$ cat src/rtl/dual_port_fifo.sv
// Synchronous FIFO on a registered-read dual-port array with occupancy count,
// programmable almost-full/almost-empty thresholds and sticky error flags.
module dual_port_fifo #(
  parameter int unsigned data_width = 32,
  parameter int unsigned addr_width = 4,
  parameter int unsigned mem_depth  = 16,
  parameter int unsigned af_level   = 14,
  parameter int unsigned ae_level   = 2
) (
  input  logic                  clk_i,
  input  logic                  reset_i,
  input  logic [data_width-1:0] data_in_i,
  input  logic                  we_i,
  input  logic                  re_i,
  input  logic                  err_clr_i,
  output logic [data_width-1:0] data_out_o,
  output logic                  rd_valid_o,
  output logic                  full_o,
  output logic                  empty_o,
  output logic                  almost_full_o,
  output logic                  almost_empty_o,
  output logic [addr_width:0]   count_o,
  output logic                  overflow_o,
  output logic                  underflow_o
);

  localparam int unsigned CW = addr_width + 1;
  localparam logic [CW-1:0] DEPTH_C = CW'(mem_depth);
  localparam logic [CW-1:0] AF_C    = CW'(af_level);
  localparam logic [CW-1:0] AE_C    = CW'(ae_level);

  logic [data_width-1:0] mem_q [mem_depth];

  logic [addr_width-1:0] wr_ptr_q, wr_ptr_d;
  logic [addr_width-1:0] rd_ptr_q, rd_ptr_d;
  logic [CW-1:0]         count_q, count_d;
  logic [data_width-1:0] data_out_q, data_out_d;
  logic                  rd_valid_q, rd_valid_d;
  logic                  full_q, full_d;
  logic                  empty_q, empty_d;
  logic                  af_q, af_d;
  logic                  ae_q, ae_d;
  logic                  ovf_q, ovf_d;
  logic                  unf_q, unf_d;
  logic                  rd_acc, wr_acc;

  // A pop frees a slot in the same cycle, so a full FIFO still takes a write.
  assign rd_acc = re_i && !empty_q;
  assign wr_acc = we_i && (!full_q || rd_acc);

  always_comb begin
    wr_ptr_d   = wr_ptr_q;
    rd_ptr_d   = rd_ptr_q;
    count_d    = count_q;
    data_out_d = data_out_q;
    rd_valid_d = 1'b0;

    if (wr_acc) begin
      wr_ptr_d = wr_ptr_q + 1'b1;
    end
    if (rd_acc) begin
      rd_ptr_d   = rd_ptr_q + 1'b1;
      data_out_d = mem_q[rd_ptr_q];
      rd_valid_d = 1'b1;
    end
    if (wr_acc && !rd_acc) begin
      count_d = count_q + 1'b1;
    end else if (rd_acc && !wr_acc) begin
      count_d = count_q - 1'b1;
    end

    // Flags track the next count so they never lag count_o.
    full_d  = (count_d == DEPTH_C);
    empty_d = (count_d == '0);
    af_d    = (count_d >= AF_C);
    ae_d    = (count_d <= AE_C);
    ovf_d   = (ovf_q && !err_clr_i) || (we_i && !wr_acc);
    unf_d   = (unf_q && !err_clr_i) || (re_i && !rd_acc);
  end

  always_ff @(posedge clk_i) begin
    if (reset_i) begin
      wr_ptr_q   <= '0;
      rd_ptr_q   <= '0;
      count_q    <= '0;
      data_out_q <= '0;
      rd_valid_q <= 1'b0;
      full_q     <= 1'b0;
      empty_q    <= 1'b1;
      af_q       <= 1'b0;
      ae_q       <= 1'b1;
      ovf_q      <= 1'b0;
      unf_q      <= 1'b0;
    end else begin
      wr_ptr_q   <= wr_ptr_d;
      rd_ptr_q   <= rd_ptr_d;
      count_q    <= count_d;
      data_out_q <= data_out_d;
      rd_valid_q <= rd_valid_d;
      full_q     <= full_d;
      empty_q    <= empty_d;
      af_q       <= af_d;
      ae_q       <= ae_d;
      ovf_q      <= ovf_d;
      unf_q      <= unf_d;
    end
  end

  // Storage is not reset; a read of the address being written returns the old word.
  always_ff @(posedge clk_i) begin
    if (!reset_i && wr_acc) begin
      mem_q[wr_ptr_q] <= data_in_i;
    end
  end

  assign data_out_o     = data_out_q;
  assign rd_valid_o     = rd_valid_q;
  assign full_o         = full_q;
  assign empty_o        = empty_q;
  assign almost_full_o  = af_q;
  assign almost_empty_o = ae_q;
  assign count_o        = count_q;
  assign overflow_o     = ovf_q;
  assign underflow_o    = unf_q;

endmodule
$ cat config.mk
export PLATFORM = sky130hd
export DESIGN_NAME = dual_port_fifo
export DESIGN_NICKNAME = d
export VERILOG_FILES = /design/src/rtl/dual_port_fifo.sv
export SDC_FILE = /design/constraint.sdc
export NUM_CORES = 1
export LEC_CHECK = 0
export ABC_AREA = 1
export CORE_MARGIN = 10
export CORE_UTILIZATION = 45
export DETAILED_ROUTE_END_ITERATION = 6
export PLACE_DENSITY = 0.71
export REMOVE_ABC_BUFFERS = 1
export SLEW_MARGIN = 0
export SYNTH_ARGS = -nofsm -noshare
export SYNTH_HDL_FRONTEND = slang
export SYNTH_SLANG_ARGS = --single-unit
$ cat constraint.sdc
create_clock -name clk_i -period 3.7 [get_ports clk_i]
set_input_delay 0.37 -clock clk_i [delete_from_list [all_inputs] [get_ports clk_i]]
set_output_delay 0.37 -clock clk_i [all_outputs]
set_load 0.005 [all_outputs]
Yosys cells after proc, flatten, opt, wreduce, memory -nomap -nowiden
Memory sizes are Yosys's and may differ from the RTL's. A register that Yosys moved wholly into a read port is not among the register bits.
Index checks and enable logic that the tools add are counted.
{ "totals": {"register_bits": 20, "ram_bits": 512, "in_bits": 37, "out_inout_bits": 44, "word_cells": 42, "memories": 1} }
{ "memory_table": {"columns": ["memory", "depth", "word_bits", "rd", "rd_clocked_by_memory_dff", "wr", "line_no", "rtl"], "rows": [
  ["mem_q", 16, 32, 1, 1, 1, "32", "logic [data_width-1:0] mem_q [mem_depth];"]
]} }
{ "classes": {"n_addsub": 4, "order_cmp": 2, "n_eq_ne": 1, "muxes": 5, "n_reduce_logical": 19} }
{ "ops": {"columns": ["operator", "count"], "rows": [
  ["5-bit 2-to-1 mux", 2],
  ["1-bit logical AND", 9],
  ["4-bit by 1-bit adder with 4-bit output (second input constant)", 2],
  ["1-bit logical NOT", 6],
  ["5-bit by 1-bit adder with 5-bit output (second input constant)", 1],
  ["5-bit equality test (second input constant)", 1],
  ["5-bit by 4-bit >= comparator with 1-bit output (second input constant)", 1],
  ["5-bit by 2-bit <= comparator with 1-bit output (second input constant)", 1],
  ["5-bit logical NOT", 1],
  ["5-bit by 1-bit subtractor with 5-bit output (second input constant)", 1],
  ["1-bit logical OR", 3],
  ["1-bit 2-to-1 mux", 3]
]} }

Logic depth before layout (Yosys ltp)
Gate-level depths: netlist (run 1).
{ "logic_depth": {"depth_word": 9, "mapped_depth": 12} }

Worst setup path after synthesis (run 1)
No wires, ideal clock.
{ "synth_path": {"path_kind": "register -> register", "start": "reg empty_q, in the netlist empty_o", "end": "mem mem_q[1][0] (enable)", "t_arrival_ns": 3.228, "path_slack_ns": 0.011, "path_stages_with_launch": 8, "period_less_slack_ns": 3.689, "path_cell_list": "dfxtp_1 inv_1 nand2_2 a21oi_2 inv_1 nor2_1 inv_1 nor3_1"} }
{ "synth_between": {"elab_chain_cells": 7} }
{ "synth_lines": {"columns": ["item", "line_no", "rtl"], "rows": [
  ["from (decl)", "40", "logic empty_q, empty_d;"],
  ["from (signal assigned)", "101", "empty_q <= empty_d;"],
  ["1-bit logical NOT", "48", "assign rd_acc = re_i && !empty_q;"],
  ["1-bit logical AND", "48", null],
  ["1-bit logical OR", "49", "assign wr_acc = we_i && (!full_q || rd_acc);"],
  ["1-bit logical AND", "49", null],
  ["1-bit logical AND", "111", "if (!reset_i && wr_acc) begin"],
  ["1-bit 2-to-1 mux", "111", null],
  ["1-bit 2-to-1 mux (not written as such)", "112", "mem_q[wr_ptr_q] <= data_in_i;"],
  ["to (decl)", "32", null]
]} }
Every way passes these cells.

Worst setup path after layout (run 1)
{ "layout_path": {"start": "reg empty_q, in the netlist empty_o", "end": "mem mem_q[12][21] (enable)"} }
The elaborated chain is that of the path after synthesis.

==> key figures, run 1 <==
Outcome
  – Status: finished, final reports clean

Power
  – Worst-case vdd ir drop: roughly 0.37 mV
  – PD cells: 548 nW/µm²
  – Leak: 9.49 nW

Yosys
  – Mapped Area: between 20,000 and 25,000 µm²
  – Synth unique cells: 26
  – Gate Count Post-Synth: 1,984
  – Synth top area cells: edfxtp_1, nand2_1, nand3_1
  – Post-Syn Area per Cell: 11.4 µm²
  – Top-area cell type share of the netlist area: 0.677
  – Syn. warnings: 0
  – Cell taking the most area after synthesis: edfxtp_1
  – Seq/Total Area, Yosys: 0.723
  – #FFs+latches synth: 564

Route
  – Total wire length: 53,600 µm
  – Antenna Nets Post-Route: 0
  – Avg WL per Cell: between 15 and 20 µm
  – Drt pass-1 iters: 5
  – Vias/cell: 5.44
  – DRC: 0
  – Via count: ~15,000
  – Initial DRC Count: ~1,400

Placement
  – Placed cell count: 2,658
  – Port bufs: 80
  – GPL Wtd Cong: between 0.7 and 0.8
  – Post-DP HPWL: 29,100 µm

Worst setup path
  – Critical Path Most Common Cell: inv_1
  – Critical Path Max Stage Delay: around 0.54 ns
  – Critical Path Fanout Max: 18
  – CP Capture Type: flop
  – Arr. time, crit path: roughly 2.8 ns
  – WP data required: 3.99 ns
  – Element type at the critical path start: flop
  – CP max-delay cell: nor2_4
  – Reg2Reg Setup Slack: around 1.2 ns
  – RR Endpoint: mem_q[12][21]
  – CP top delay family: simple AND/OR/NAND/NOR gates
  – Worst Reg-to-Reg Cells: 8
  – CP Cell Sequence: inv_1, nand2_2, a21oi_2, inv_1, nor2_1, nand2_1, nor2_4, buf_12
  – Worst path buffer plus inverter count: 3
  – Crit Path Category: reg -> reg
  – Worst reg2reg path startpoint: empty_o

Min path
  – WHS Path Cells: 3
  – Class of the worst hold path: in -> reg
  – Worst hold endpoint: underflow_o
  – Worst Hold Launch: re_i

Floorplanning
  – Die Ht: 245 µm
  – Core area: approximately 50,000 µm²
  – Die X: 245 µm
  – Die area: between 50,000 and 60,000 µm²
  – Initial core utilization: 0.454
  – Rows: 82
  – # IOs: 81

Global routing
  – Antenna violations before repair: 0
  – First-pass GRT wire length: about 84,000 µm
  – Vias in the first global route: 14,700
  – Overflow after GRT: 0
  – Largest net degree at the start of global routing: about 190
  – Tot GR Track Use: 0.177

Finish
  – Layout Cells excl Fill: 2,756
  – Area Overhead vs Synth: 14.8%
  – Layout cells sized above 1: 0.0729
  – Filler instances: ~4,200
  – Layout Nets: 2,085
  – FF+latch area: ~16,000 µm²
  – Multi-input logic area: about 5500 µm²
  – Antenna diode count: 0

Timing
  – Max frequency: 0.395 GHz
  – Worst Tran Pin Value: 1.14 ns
  – Final Setup Violations: 0
  – RSZ-0062 raised after global routing: false
  – Clk_skew: 0.0188 ns
  – Crit share post-route: 0.684
  – Max Slew Vio Count: 0
  – WHS: around 0.4 ns
  – Minimum clock period: around 2.5 ns
  – Worst slew margin: 0.243
  – Count of final hold-check violations: 0

Clocking
  – Clock sinks: 564
  – Post-CTS Setup Bufs: 0
  – Clk slew on worst S/H paths: 0.06 ns
  – Post-CTS sizing: 0
  – Num CTS Buffers: 53
  – Hold_buf cts: 0
  – Maximum root-to-sink buffer count: 3
  – Htree depth: 2
  – Root Driver: clkbuf_16
  – CTS tree: yes
  – Clk_lat worst skew: 0.60 ns

Run
  – MaxCap Viol Count: 0
## per-stage QoR
stage | power [mW] | area (µm²) | TNS (ns) | setup WS, ns | util
after global routing | 14.8 | 26100 | 0 | 0.955 | 0.522
final | 14.3 | 26100 | 0 | 1.17 | 0.522
after CTS | 14.4 | 26100 | 0 | 1.19 | 0.522
after global placement | 8.55 | 24200 | 0 | 0.745 | 0.484
after floorplan | 8.07 | 22000 | -143.53 | -4.22 | -
after detailed placement | 8.58 | 24200 | 0 | 0.689 | 0.484
## area by class of cell
cell class	instances	area share
repair buffers	121	0.0462
inverters	61	0.00922
multi-input cells	1240	0.210
clock buffers	66	0.0552
clock inverters	32	0.0171
flip-flops and latches	564	0.630
well taps	672	0.0323
## state kept, by name, summed over array words and instances (netlist names)
| register | cells |
|---|---|
| data_out_o | 32 |
| rd_ptr_q | 4 |
| rd_valid_o | 1 |
| almost_empty_o | 1 |
| full_o | 1 |
| underflow_o | 1 |
| count_o | 5 |
| empty_o | 1 |
| overflow_o | 1 |
| wr_ptr_q | 4 |
| almost_full_o | 1 |
| mem_q | 512 |
## cell usage in the layout (no fill, tap or decap), types with 32 or more instances in the layout
| master | count |
|---|---|
| nor2_1 | 76 |
| a21oi_1 | 44 |
| nand3_1 | 402 |
| edfxtp_1 | 512 |
| inv_1 | 56 |
| dfxtp_1 | 49 |
| nand2_1 | 646 |
| clkbuf_16 | 55 |
| clkdlybuf4s50_1 | 79 |
| o21ai_1 | 32 |
| buf_4 | 33 |
## metal layers
| layer | vias to the layer above | global-route usage | share of wire |
|---|---|---|---|
| li1 | 6975 | - | - |
| met1 | 7373 | 0.235 | 0.42 |
| met2 | 578 | 0.295 | 0.48 |
| met3 | 67 | 0.0292 | 0.074 |
| met4 | 0 | 0.0489 | 0.019 |
| met5 | - | 0 | 0 |
## where the power goes
| part | switching (mW) | leakage, nW | internal (mW) |
|---|---|---|---|
| Clock | 2.32 | 0.906 | 3.52 |
| Sequential | 0.0593 | 5.04 | 7.05 |
| Combinational | 0.895 | 3.55 | 0.445 |
| Total | 3.28 | 9.49 | 11.0 |
## Yosys cell counts, drive strengths merged
cell type	instances
nand3	403
xor2	1
nor3	10
ha	7
o21ai	37
nor4	1
nor2	85
dfxtp	52
a21oi	45
xnor2	1
nand4	3
buf	93
nand2	647
edfxtp	512
inv	61
clkbuf	26
## kinds of logic (layout without fill, tap and decap cells)
group                    count (synthesis)  in the layout  synth area share
AND/OR/NAND/NOR                       1149           1149             0.214
flip-flops                             564            564             0.723
buffers and inverters                  180            280            0.0401
AO/OA/AOI/OAI                           82             82            0.0182
adder cells (fa/ha/maj)                  7              7           0.00386
XOR/XNOR                                 2              2          0.000772
## how the worst max path moves through the flow
stage,endpoint,slack (ns),cells after the start,from
after CTS,mem_q[12][21],1.19,8,empty_o
after detailed placement,mem_q[12][29],0.69,8,re_i
after global routing,mem_q[12][12],0.95,8,empty_o
after global placement,mem_q[12][8],0.75,8,re_i
after floorplan,data_out_o[0],-4.22,9,rd_ptr_q[0]
final,mem_q[12][21],1.17,8,empty_o
## worst min-delay path, cell delays in order
cell and delay, ns:
clkdlybuf4s50_1 0.43, nand2_1 0.07, a21oi_1 0.06
Power figures use the tool's default switching activity.
==> inputs of run 2 (changes only) <==
--- a/config.mk
+++ b/config.mk
@@ -9,7 +9,7 @@
 export CORE_MARGIN = 10
 export CORE_UTILIZATION = 45
 export DETAILED_ROUTE_END_ITERATION = 6
-export PLACE_DENSITY = 0.71
+export PLACE_DENSITY = 0.69
 export REMOVE_ABC_BUFFERS = 1
 export SLEW_MARGIN = 0
 export SYNTH_ARGS = -nofsm -noshare
==> constraint.sdc (replaced) <==
create_clock -name clk_i -period 2.4 [get_ports clk_i]
set_input_delay 0.24 -clock clk_i [delete_from_list [all_inputs] [get_ports clk_i]]
set_output_delay 0.24 -clock clk_i [all_outputs]
set_load 0.005 [all_outputs]
==> run 2 against run 1 <==
  * Via count up 0.25%
  * Sequential share of layout area decreased by 0.90 points
  * Global-route usage is 0.23 points higher
  * Clock skew barely moved
==> key figures, run 2 (same netlist as run 1, synthesis figures left out) <==
Outcome
  – Status: finished, final reports clean

Timing
  – Final Setup Violations: 0 (unchanged)
  – RSZ-0062 raised after global routing: false
  – Worst slew margin: 0.470 (+0.228)
  – Max frequency: 0.494 GHz (+25%)
  – Max Slew Vio Count: 0 (unchanged)
  – Worst Tran Pin Value: 0.792 ns (-0.344 ns)
  – Clk_skew: 0.0183 ns (-0.000415 ns)
  – Crit share post-route: 0.843 (+0.160)
  – Count of final hold-check violations: 0 (unchanged)
  – TNS Setup: 0 ns (unchanged)
  – Minimum clock period: 2.02 ns (-0.505 ns)

Finish
  – Area Overhead vs Synth: 16.5%
  – Most frequent cells in the layout: nand2_1, edfxtp_1, nand3_1
  – Max reg flops: 512 (unchanged)
  – Antenna diode count: 0 (unchanged)
  – Layout Nets: 2,111 (+1.2%)
  – Layout cells sized above 1: 0.0806 (+0.00763)
  – Most flop-heavy register: mem_q
  – Layout Cells excl Fill: 2,782 (+0.94%)
  – Commonest non-fill, non-tap cell in the layout: nand2_1

Worst setup path
  – Critical Path Max Stage Delay: 0.33 ns (-0.21 ns)
  – Reg2Reg Setup Slack: 0.38 ns (-0.79 ns)
  – Worst reg2reg path startpoint: empty_o
  – Worst path buffer plus inverter count: 4 (+1)
  – CP Cell Sequence: inv_1, nand2_2, a21oi_2, inv_1, nor2_1, inv_1, nor3_2, buf_4
  – CP max-delay cell: buf_4
  – Critical Path Most Common Cell: inv_1
  – CP Capture Type: flop
  – CP top delay family: buffers and inverters
  – Element type at the critical path start: flop
  – Worst Setup SP: empty_o
  – Crit Path Category: reg -> reg
  – CP Depth: 8 (unchanged)
  – RR Endpoint: mem_q[13][11]
  – WP data required: 2.68 ns (-1.31 ns)
  – Setup crit end: mem_q[13][11]
  – Arr. time, crit path: 2.31 ns (-0.51 ns)
  – Critical Path Fanout Max: 19 (+1)
  – Worst Reg-to-Reg Cells: 8 (unchanged)

Global routing
  – Tot GR Track Use: 0.179 (+0.00229)
  – Vias in the first global route: 14,600 (-0.90%)
  – Antenna violations before repair: 0 (unchanged)
  – Overflow after GRT: 0 (unchanged)
  – First-pass GRT wire length: 84,600 µm (+1.1%)
  – Largest net degree at the start of global routing: 101 (-47%)

Placement
  – Post-DP HPWL: 32,200 µm (+10%)
  – Placed cell count: 2,682 (+0.90%)
  – Port bufs: 80 (unchanged)
  – GPL Wtd Cong: 0.826 (+4.7%)

Clocking
  – Num CTS Buffers: 55 (+3.8%)
  – Post-CTS sizing: 0 (unchanged)
  – Clock sinks: 564 (unchanged)
  – CTS tree: yes
  – Clk_lat worst skew: 0.61 ns (about the same)
  – Clk slew on worst S/H paths: 0.06 ns (about the same)
  – Root Driver: clkbuf_16
  – Maximum root-to-sink buffer count: 3 (unchanged)
  – Htree depth: 2 (unchanged)
  – Post-CTS Setup Bufs: 0 (unchanged)
  – Hold_buf cts: 0 (unchanged)

Route
  – DRC: 0 (unchanged)
  – Total wire length: 53,800 µm (+0.43%)
  – Drt pass-1 iters: 5 (unchanged)
  – Met2 Routed Length: 24,900 µm (-4.0%)
  – DR WL met3: 4510 µm (+14%)
  – DR top layer: met4
  – M1 WL: 23,300 µm (+2.7%)
  – Vias/cell: 5.40 (-0.69%)
  – Initial DRC Count: 1,571 (+16%)
  – Avg WL per Cell: 19.3 µm (-0.51%)
  – Antenna Nets Post-Route: 0 (unchanged)
  – Via count: 15,000 (+0.25%)

Power
  – PD cells: 810 nW/µm² (+48%)
  – Leak: 9.65 nW (+1.6%)
  – Design Power: 21.4 mW (+50%)
  – Worst-case vdd ir drop: 0.537 mV (+46%)

Min path
  – Class of the worst hold path: in -> reg

Floorplanning
  – # IOs: 81 (unchanged)
  – Core area: 50,000 µm² (unchanged)
  – Die area: 59,800 µm² (unchanged)
  – Die Ht: 245 µm (unchanged)
  – Rows: 82 (unchanged)
  – Initial core utilization: 0.454 (unchanged)
  – Die X: 245 µm (unchanged)

Run
  – MaxCap Viol Count: 0 (unchanged)
run 2: cell types whose count changed in the layout (fill, tap and decap cells not counted), moves of 2 or more:
cell,delta
clkinv_2,-2
buf_12,+28
clkbuf_1,+7
clkbuf_8,+2
buf_4,-4
clkinvlp_4,-4
bufinv_16,-8
run 2: through the flow:
stage	utilization	hold slack (ns)	setup WS [ns]	area, µm²
2_1_floorplan	-	0.309	-5.52	22000
3_3_place_gp	0.494	0.450	0.0506	24700
3_5_place_dp	0.494	0.456	0.0173	24700
4_1_cts	0.529	0.250	0.389	26400
5_1_grt	0.529	0.274	0.212	26400
6_report	0.529	0.268	0.376	26400
run 2: worst min-delay path by stage:
stage	startpoint	endpoint	cells after the start	slack, ns
final	re_i	underflow_o	3	0.27
after floorplan	reset_i	count_o[0]	1	0.31
after CTS	re_i	underflow_o	3	0.25
after detailed placement	underflow_o	underflow_o	2	0.46
after global placement	underflow_o	underflow_o	2	0.45
after global routing	re_i	underflow_o	3	0.27
run 2: final cells by class:
type | count | area (µm²)
well taps | 672 | 841
fillers | 4140 | 23500
repair buffers | 145 | 1730
inverters | 61 | 236
flip-flops and latches | 564 | 16400
clock inverters | 24 | 218
multi-input cells | 1240 | 5470
clock buffers | 76 | 1520
run 2: routing by layer:
metal  GRT usage  vias up
li1            -     7049
met1       0.252     7285
met2       0.277      610
met3      0.0340       86
met4      0.0541        0
met5           0        -
run 2: worst reg2reg max path: stages (launching register included):
cell,delay [ns]
dfxtp_1,0.32
inv_1,0.06
nand2_2,0.05
a21oi_2,0.24
inv_1,0.14
nor2_1,0.22
inv_1,0.16
nor3_2,0.18
buf_4,0.33
run 2: power breakdown:
| part | leakage (nW) | internal [mW] | total [mW] | switching, mW |
|---|---|---|---|---|
| Combinational | 3.76 | 0.746 | 2.17 | 1.43 |
| Clock | 0.845 | 4.74 | 8.29 | 3.55 |
| Sequential | 5.04 | 10.9 | 11.0 | 0.0833 |
| Total | 9.65 | 16.4 | 21.4 | 5.06 |
==> inputs of run 3 (changes only) <==
==> constraint.sdc (replaced) <==
create_clock -name clk_i -period 2 [get_ports clk_i]
set_input_delay 0.2 -clock clk_i [delete_from_list [all_inputs] [get_ports clk_i]]
set_output_delay 0.2 -clock clk_i [all_outputs]
set_load 0.005 [all_outputs]
==> run 3 against run 2 <==
  * Critical path depth fell by 7
  * Largest power group unchanged
  * Wire length rose by 1.6%
  * Highest routed layer unchanged
  * Combinational power rose by 22%
==> key figures, run 3 (same netlist as run 1, synthesis figures left out) <==
Global routing
  – Largest net degree at the start of global routing: 95 (-5.9%)
  – First-pass GRT wire length: 84,900 µm (+0.30%)
  – Vias in the first global route: 14,800 (+1.1%)
  – Antenna violations before repair: 0 (unchanged)
  – Overflow after GRT: 0 (unchanged)
  – Tot GR Track Use: 0.180 (+0.00131)

Timing
  – Worst slew margin: 0.470 (about the same)
  – Final Setup Violations: 0 (unchanged)
  – TNS Setup: 0 ns (unchanged)
  – Minimum clock period: 1.93 ns
  – RSZ-0062 raised after global routing: false
  – Max frequency: 0.518 GHz
  – Crit share post-route: 0.965
  – Count of final hold-check violations: 0 (unchanged)
  – Clk_skew: 0.0199 ns (+0.00152 ns)
  – Max Slew Vio Count: 0 (unchanged)
  – Worst Tran Pin Value: 0.793 ns (+0.000389 ns)

Finish
  – Layout Nets: 2,124 (+0.62%)
  – Max reg flops: 512 (unchanged)
  – Antenna diode count: 0 (unchanged)
  – Layout cells sized above 1: 0.0899 (+0.00936)
  – Layout Cells excl Fill: 2,796 (+0.50%)
  – Most frequent cells in the layout: nand2_1, edfxtp_1, nand3_1
  – Design Area, Final: 26,600 µm² (+0.77%)
  – Commonest non-fill, non-tap cell in the layout: nand2_1
  – Final core occ: 0.533 (+0.00408)
  – Area Overhead vs Synth: 17.4%
  – Most flop-heavy register: mem_q

Placement
  – DP Area: 24,800 µm² (+0.18%)
  – Post-DP HPWL: 32,400 µm (+0.89%)
  – Port bufs: 80 (unchanged)
  – Placed cell count: 2,693 (+0.41%)
  – GPL Wtd Cong: 0.810 (-1.9%)

Worst setup path
  – CP top delay family: buffers and inverters
  – Worst Setup SP: count_o[2]
  – Worst reg2reg path startpoint: empty_o
  – Worst path buffer plus inverter count: 1 (-3)
  – Critical Path Fanout Max: 11 (-8)
  – Crit Path Category: reg -> out
  – WP data required: 1.80 ns (-0.88 ns)
  – Arr. time, crit path: 1.73 ns (-0.58 ns)
  – CP max-delay cell: clkdlybuf4s50_1
  – Element type at the critical path start: flop
  – CP Capture Type: output port
  – CP Cell Sequence: clkdlybuf4s50_1
  – Critical Path Max Stage Delay: 0.59 ns (+0.26 ns)

Floorplanning
  – Rows: 82 (unchanged)
  – # IOs: 81 (unchanged)
  – Die Ht: 245 µm (unchanged)
  – Die X: 245 µm (unchanged)
  – Initial core utilization: 0.454 (unchanged)
  – Core area: 50,000 µm² (unchanged)
  – Die area: 59,800 µm² (unchanged)

Clocking
  – Num CTS Buffers: 53 (-3.6%)
  – Clk_lat worst skew: 0.60 ns (about the same)
  – Hold_buf cts: 0 (unchanged)
  – Root Driver: clkbuf_16
  – CTS tree: yes
  – Maximum root-to-sink buffer count: 3 (unchanged)
  – Clock sinks: 564 (unchanged)
  – Htree depth: 2 (unchanged)
  – Clk slew on worst S/H paths: 0.06 ns (about the same)

Power
  – PD cells: 979 nW/µm² (+21%)
  – Leak: 9.77 nW (+1.3%)
  – Worst-case vdd ir drop: 0.686 mV (+28%)

Min path
  – Class of the worst hold path: in -> reg
  – Worst Hold Launch: reset_i

Run
  – MaxCap Viol Count: 0 (unchanged)

Route
  – Via count: 15,100 (+0.38%)
  – Drt pass-1 iters: 6 (+1)
  – Avg WL per Cell: 19.6 µm (+1.1%)
  – Vias/cell: 5.40 (-0.12%)
  – Initial DRC Count: 1,682 (+7.1%)
  – Antenna Nets Post-Route: 0 (unchanged)
  – Total wire length: 54,700 µm (+1.6%)
  – DRC: 0 (unchanged)

Outcome
  – Status: finished, final reports clean
[run 3: cell count changes in the layout (fill, tap and decap cells not counted), sizes merged]
cell | previous run | this run
clkbuf | 76 | 69
inv | 64 | 62
clkinvlp | 1 | 3
bufinv | 3 | 7
clkinv | 17 | 19
buf | 66 | 81
[run 3: cell type report]
| cell class | count | area [µm²] |
|---|---|---|
| fill | 4120 | 23300 |
| clock buffer | 69 | 1480 |
| clock inverter | 30 | 324 |
| multi-input combinational | 1240 | 5490 |
| sequential | 564 | 16400 |
| tap | 672 | 841 |
| timing repair buffer | 160 | 1850 |
| inverter | 61 | 236 |
[run 3: final timing paths]
check                  end  slack, ns  cells past startpoint
min            wr_ptr_q[3]       0.18                      3
max reg2reg  mem_q[14][31]       0.10                      9
min reg2reg    underflow_o       0.47                      2
max             count_o[2]       0.07                      1
[run 3: power by group]
| part | switching [mW] | internal (mW) |
|---|---|---|
| logic | 1.71 | 0.928 |
| registers | 0.105 | 13.0 |
| clock network | 4.21 | 6.10 |
| total | 6.03 | 20.1 |
[run 3: timing repair]
action,in CTS,in global routing
gates cloned,0,2
pin swaps,0,1
endpoints found under the setup margin,38,361
buffers inserted,0,2
gates resized for setup,2,17
[run 3: per-layer routing]
| layer | GRT usage | up-vias | share of wire |
|---|---|---|---|
| li1 | - | 7063 | - |
| met1 | 0.248 | 7305 | 0.42 |
| met2 | 0.288 | 643 | 0.47 |
| met3 | 0.0324 | 76 | 0.090 |
| met4 | 0.0513 | 0 | 0.017 |
| met5 | 0 | - | 0 |
[run 3: through the flow]
step | setup slack (ns) | power [mW] | hold slack, ns
after detailed placement | -0.386 | 16.0 | 0.465
after global routing | 0.00645 | 27.0 | 0.210
after global placement | -0.362 | 15.9 | 0.452
after CTS | 0.00861 | 26.2 | 0.147
final | 0.0703 | 26.1 | 0.185
after floorplan | -5.92 | 14.9 | 0.269
